===== config.mk =====
export PLATFORM = sky130hd
export DESIGN_NAME = spi_slave_responder
export DESIGN_NICKNAME = d
export VERILOG_FILES = /design/src/rtl/spi_pkg.sv /design/src/rtl/spi_sync_edge.sv /design/src/rtl/spi_slave_responder.sv
export SDC_FILE = /design/constraint.sdc
export NUM_CORES = 1
export LEC_CHECK = 0
export CORE_MARGIN = 1.5
export CORE_UTILIZATION = 50
export DETAILED_ROUTE_END_ITERATION = 12
export DONT_BUFFER_PORTS = 1
export GPL_TIMING_DRIVEN = 0
export PLACE_DENSITY_LB_ADDON = 0.15
export SYNTH_ARGS = -nofsm -noshare
export SYNTH_HDL_FRONTEND = slang
export SYNTH_SLANG_ARGS = --single-unit
export TNS_END_PERCENT = 30

===== constraint.sdc =====
create_clock -name clk -period 2.18 [get_ports clk]
set_clock_uncertainty 0.2 [all_clocks]
set_input_delay 0.109 -clock clk [delete_from_list [all_inputs] [get_ports clk]]
set_output_delay 0.109 -clock clk [all_outputs]
set_load 0.05 [all_outputs]

===== src/rtl/spi_pkg.sv =====
// Shared types and constants for the SPI responder block.
package spi_pkg;

  typedef enum logic [0:0] {
    StIdle,
    StActive
  } spi_state_e;

  localparam int unsigned SYNC_STAGES   = 2;
  // The system clock must run at least this many times faster than sclk.
  localparam int unsigned MIN_CLK_RATIO = 8;

endpackage


===== src/rtl/spi_sync_edge.sv =====
// Multi-flop synchronizer for an asynchronous pin, followed by an edge register
// that emits one-cycle rise/fall ticks.
module spi_sync_edge
  import spi_pkg::*;
#(
  parameter logic ResetVal = 1'b0
) (
  input  logic clk,
  input  logic rst,
  input  logic d,
  output logic rise,
  output logic fall
);

  logic [SYNC_STAGES-1:0] sync_q;
  logic                   last_q;
  logic                   rise_q;
  logic                   fall_q;

  // Reset to the pin's idle level so releasing reset never fakes an edge.
  always_ff @(posedge clk or negedge rst) begin
    if (!rst) begin
      sync_q <= {SYNC_STAGES{ResetVal}};
      last_q <= ResetVal;
      rise_q <= 1'b0;
      fall_q <= 1'b0;
    end else begin
      sync_q <= {sync_q[SYNC_STAGES-2:0], d};
      last_q <= sync_q[SYNC_STAGES-1];
      rise_q <= sync_q[SYNC_STAGES-1] & ~last_q;
      fall_q <= ~sync_q[SYNC_STAGES-1] & last_q;
    end
  end

  assign rise = rise_q;
  assign fall = fall_q;

endmodule


===== src/rtl/spi_slave_responder.sv =====
// SPI mode-0 slave, MSB first: oversamples the SPI pins with clk, assembles
// received words and shifts out words from a one-deep transmit holding register.
module spi_slave_responder
  import spi_pkg::*;
#(
  parameter int unsigned DATA_W = 8
) (
  input  logic              clk,
  input  logic              rst,
  input  logic              sclk,
  input  logic              cs_n,
  input  logic              mosi,
  output logic              miso,
  output logic              miso_oe,
  input  logic [DATA_W-1:0] tx_data,
  input  logic              tx_load,
  output logic              tx_ready,
  output logic [DATA_W-1:0] rx_data,
  output logic              rx_valid,
  output logic              underrun,
  output logic              frame_err
);

  localparam int unsigned     CntW    = $clog2(DATA_W);
  localparam logic [CntW-1:0] CntLast = CntW'(DATA_W - 1);

  logic sclk_rise, sclk_fall, cs_rise, cs_fall;
  logic [SYNC_STAGES-1:0] mosi_sync_q;
  logic mosi_s;

  spi_sync_edge #(
    .ResetVal (1'b0)
  ) u_sclk_sync (
    .clk  (clk),
    .rst  (rst),
    .d    (sclk),
    .rise (sclk_rise),
    .fall (sclk_fall)
  );

  spi_sync_edge #(
    .ResetVal (1'b1)
  ) u_cs_sync (
    .clk  (clk),
    .rst  (rst),
    .d    (cs_n),
    .rise (cs_rise),
    .fall (cs_fall)
  );

  always_ff @(posedge clk or negedge rst) begin
    if (!rst) mosi_sync_q <= '0;
    else      mosi_sync_q <= {mosi_sync_q[SYNC_STAGES-2:0], mosi};
  end
  assign mosi_s = mosi_sync_q[SYNC_STAGES-1];

  spi_state_e        state_q, state_d;
  logic [CntW-1:0]   cnt_q, cnt_d;
  logic [DATA_W-1:0] rx_shift_q, rx_shift_d;
  logic [DATA_W-1:0] rx_data_q, rx_data_d;
  logic [DATA_W-1:0] tx_hold_q, tx_hold_d;
  logic              tx_full_q, tx_full_d;
  logic [DATA_W-1:0] tx_shift_q, tx_shift_d;
  logic              miso_q, miso_d;
  logic              oe_q, oe_d;
  logic              rx_valid_q, rx_valid_d;
  logic              underrun_q, underrun_d;
  logic              frame_err_q, frame_err_d;
  logic              consume;

  always_ff @(posedge clk or negedge rst) begin
    if (!rst) begin
      state_q     <= StIdle;
      cnt_q       <= '0;
      rx_shift_q  <= '0;
      rx_data_q   <= '0;
      tx_hold_q   <= '0;
      tx_full_q   <= 1'b0;
      tx_shift_q  <= '0;
      miso_q      <= 1'b0;
      oe_q        <= 1'b0;
      rx_valid_q  <= 1'b0;
      underrun_q  <= 1'b0;
      frame_err_q <= 1'b0;
    end else begin
      state_q     <= state_d;
      cnt_q       <= cnt_d;
      rx_shift_q  <= rx_shift_d;
      rx_data_q   <= rx_data_d;
      tx_hold_q   <= tx_hold_d;
      tx_full_q   <= tx_full_d;
      tx_shift_q  <= tx_shift_d;
      miso_q      <= miso_d;
      oe_q        <= oe_d;
      rx_valid_q  <= rx_valid_d;
      underrun_q  <= underrun_d;
      frame_err_q <= frame_err_d;
    end
  end

  always_comb begin
    state_d     = state_q;
    cnt_d       = cnt_q;
    rx_shift_d  = rx_shift_q;
    rx_data_d   = rx_data_q;
    tx_hold_d   = tx_hold_q;
    tx_full_d   = tx_full_q;
    tx_shift_d  = tx_shift_q;
    miso_d      = miso_q;
    oe_d        = oe_q;
    rx_valid_d  = 1'b0;
    underrun_d  = 1'b0;
    frame_err_d = 1'b0;
    consume     = 1'b0;

    case (state_q)
      StIdle: begin
        cnt_d  = '0;
        miso_d = 1'b0;
        oe_d   = 1'b0;
        if (cs_fall) begin
          state_d = StActive;
          oe_d    = 1'b1;
          consume = 1'b1;
        end
      end
      StActive: begin
        // Deselect takes priority over any sclk tick in the same cycle.
        if (cs_rise) begin
          state_d    = StIdle;
          oe_d       = 1'b0;
          miso_d     = 1'b0;
          cnt_d      = '0;
          rx_shift_d = '0;
          if (cnt_q != '0) frame_err_d = 1'b1;
        end else if (sclk_rise) begin
          rx_shift_d = {rx_shift_q[DATA_W-2:0], mosi_s};
          if (cnt_q == CntLast) begin
            cnt_d      = '0;
            rx_data_d  = rx_shift_d;
            rx_valid_d = 1'b1;
          end else begin
            cnt_d = cnt_q + CntW'(1);
          end
        end else if (sclk_fall) begin
          if (cnt_q != '0) begin
            tx_shift_d = tx_shift_q << 1;
            miso_d     = tx_shift_q[DATA_W-2];
          end else begin
            consume = 1'b1;
          end
        end
      end
      default: state_d = StIdle;
    endcase

    // Word start: take the holding register, or send zeros and flag it.
    if (consume) begin
      if (tx_full_q) begin
        tx_shift_d = tx_hold_q;
        tx_full_d  = 1'b0;
      end else begin
        tx_shift_d = '0;
        underrun_d = 1'b1;
      end
      miso_d = tx_shift_d[DATA_W-1];
    end

    // Evaluated after consume so a load racing an empty-register word start
    // is kept for the following word rather than bypassed into this one.
    if (tx_load && !tx_full_q) begin
      tx_hold_d = tx_data;
      tx_full_d = 1'b1;
    end
  end

  assign miso      = miso_q;
  assign miso_oe   = oe_q;
  assign tx_ready  = ~tx_full_q;
  assign rx_data   = rx_data_q;
  assign rx_valid  = rx_valid_q;
  assign underrun  = underrun_q;
  assign frame_err = frame_err_q;

endmodule


==> results.json <==
{
  "place_congestion": 0.740,
  "synth_xor_area_share_pct": 0,
  "area_growth_pct": 13.5,
  "vias_per_cell": 5.75,
  "grt_pass1_wl_um": 7370,
  "worstPathArrival_ns": 1.87,
  "rsz0062_at_grt": "false",
  "synthCells": 193,
  "ys_seq_area_share_pct": 57.3,
  "avgSynthCellArea_um2": 11.8,
  "first_iter_violations": 91,
  "finalSetupTns_ns": 0,
  "worstPathMaxFanout": 10,
  "status": "finished clean",
  "syn-num-nets": 210,
  "clockRootBuffer": "clkbuf_8",
  "postSynth.asyncResetShare_pct": 100,
  "synthSimpleGateAreaFrac_pct": 12.8,
  "nNetsFinal": 230,
  "synthAdderAreaFrac_pct": 1.65,
  "clk_pin_slew_worst_paths_ns": 0.09,
  "dr.pass1.iters": 4,
  "wl_um": 4230,
  "required_ns": 2.21,
  "synth_compound_area_share_pct": 16.2,
  "start_util_pct": 52.3,
  "clock_latency_ns": 0.30,
  "grt_pass1_vias": 1656,
  "antenna_found_initial": 0,
  "powerDensity_nw_per_um2": 1050,
  "yosysTopAreaCell": "dfrtp_1",
  "cts_setup_buffers": 0,
  "min_path_type": "primary input to flop",
  "antenna_cells": 0,
  "detail-route-antenna-nets": 0,
  "critPathBufInv": 2,
  "overflow": 0,
  "wl_per_cell_um": 15.9,
  "slew_violations": 0,
  "finalSetupViolations": 0,
  "fin_crit_ns": 1.85,
  "cts.sinks": 52,
  "worstMarginPinSlew_ns": 0.501,
  "min_period_over_period_pct": 84.7,
  "syn_area_um2": 2280,
  "ys_top_cells_by_area": "dfrtp_1 (54%), dfstp_2 (3.5%), a41oi_2 (2.9%)",
  "reg2reg_slack_ns": 0.33,
  "endpoint_kind": "flop",
  "worst_path_largest_cell_delay_ns": 0.42,
  "io_buffers": 0,
  "crit_chain": "inv_1 > ha_1 > nand4bb_4 > buf_2 > nor3_1 > a31oi_1 > a41oi_2",
  "drive_gt1_share_pct": 17.8,
  "max-slew-margin-rel_pct": 66.6,
  "synth.distinct_cells": 39,
  "synth.top_cell.area_share_pct": 53.9,
  "drc": 0,
  "dieArea_um2": 4970,
  "track_usage_pct": 19.1,
  "grt_max_degree": 53,
  "maxCapViolCount": 0,
  "core_area_um2": 4350,
  "cts_tree": "yes",
  "ir_worst_vdd_uv": 495,
  "synth-seq-cells": 52,
  "die_w_um": 70.5,
  "rows": 24,
  "fin_hold_ws_ns": 0.0593,
  "crit_path_top_delay_cell": "dfrtp_1",
  "critPathKind": "flop to flop",
  "max_freq_ghz": 0.542,
  "critPathTopFamily": "flip-flops",
  "p_leak_uw": 0.00115,
  "synth-main-ff-cell": "dfrtp_1",
  "synth-edff-count": 0,
  "clock_path_buffers": 2,
  "ys_warn_count": 0,
  "layout_common_cells": "dfrtp_1 (49), nand2_1 (14), inv_1 (13), nor2_1 (13), dlygate4sd3_1 (12)",
  "startpoint_type": "flop",
  "final.fill_count": 362,
  "htreeDepth": 2,
  "finalHoldViolCount": 0,
  "pin_count": 28,
  "synth_mux_area_share_pct": 5.94,
  "die_h_um": 70.5,
  "vias": 1529,
  "post-dp-hpwl_um": 2940,
  "synth_top_family_by_area": "compound AO/OA/AOI/OAI gates",
  "final_common_cell": "dfrtp_1",
  "cts_buffers": 5
}
==> path summary, 6_finish.rpt <==
| check | from | endpoint | cells after the start |
|---|---|---|---|
| setup / recovery | cnt_q[0]$_DFFE_PN0P_ | tx_shift_q[4]$_DFFE_PN0P_ | 7 |
| hold / removal | tx_load | tx_full_q$_DFFE_PN0P_ | 3 |
| setup reg to reg | cnt_q[0]$_DFFE_PN0P_ | tx_shift_q[4]$_DFFE_PN0P_ | 7 |
| hold reg to reg | u_sclk_sync.sync_q[0]$_DFF_PN0_ | u_sclk_sync.sync_q[1]$_DFF_PN0_ | 0 |
| max in group asynchronous | rst | u_cs_sync.last_q$_DFF_PN1_ | 2 |
| min in group asynchronous | rst | rx_valid$_DFF_PN0_ | 2 |
==> routing by layer <==
layer / vias up / track usage [%] / share of wire [%]
li1: 716 / - / -
met1: 745 / 23.1 / 42
met2: 55 / 31.4 / 49
met3: 13 / 4.76 / 5.6
met4: 0 / 9.83 / 2.5
met5: - / 0 / 0
==> synthesized netlist by cell type (4+ instances only) <==
| master | n |
|---|---|
| a2bb2oi_1 | 7 |
| a31oi_1 | 6 |
| a41oi_2 | 4 |
| buf_2 | 5 |
| buf_6 | 4 |
| dfrtp_1 | 49 |
| inv_1 | 13 |
| mux2_2 | 5 |
| nand2_1 | 14 |
| nand3_1 | 6 |
| nor2_1 | 13 |
| nor2b_1 | 5 |
| nor3_1 | 5 |
| o21ai_0 | 8 |
| o21ai_1 | 7 |
| o22ai_1 | 7 |
==> worst min-delay path, delay by kind of cell <==
family,cells,cell delay (ns)
AOI/OAI and AO/OA,1,0.11
buffers and inverters,1,0.22
and+or+nand+nor,1,0.09
==> through the flow <==
step	power [uW]	utilization [%]	cell area, um2	worst slack (ns)	std cells
floorplan	1950	-	2280	0.568	193
global placement	2070	53.8	2340	0.470	245
detailed placement	2120	53.8	2340	0.353	245
CTS	2730	59.3	2580	0.333	266
global route	2870	59.3	2580	0.182	266
finish	2710	59.3	2580	0.334	266
==> where the power goes <==
part,internal (uW),leakage [uW],switching [uW]
Clock,258,0.0000445,298
Sequential,1210,0.000637,222
Combinational,327,0.000463,395
==> timing repair <==
| item | in CTS | in global routing |
|---|---|---|
| hold buffers | 13 | 0 |
| hold endpoints to repair | 63 | 0 |
| resized for setup | 0 | 0 |
==> flip-flops by register name (all words and copies together) (netlist names), 2 cells and up <==
signal,count
cnt_q,3
mosi_sync_q,2
rx_data,8
rx_shift_q,7
tx_hold_q,8
tx_shift_q,7
u_cs_sync.sync_q,2
u_sclk_sync.sync_q,2
==> cells by family after synthesis <==
group,count (synthesis)
AND/OR/NAND/NOR,52
flip-flops,52
buffers and inverters,25
multiplexers,12
adder cells (fa/ha/maj),3
AO/OA/AOI/OAI,49
==> area by class of cell <==
cell class,count,area [um2],area share (%)
Multi-Input combinational cell,116,833,32.3
Timing Repair Buffer,13,148,5.72
Buffer,11,85.1,3.29
Sequential cell,52,1310,50.5
Clock inverter,1,7.51,0.291
Inverter,14,52.6,2.03
Tap cell,52,65.1,2.52
Clock buffer,7,86.3,3.34
(Power assumes the default switching activity.)
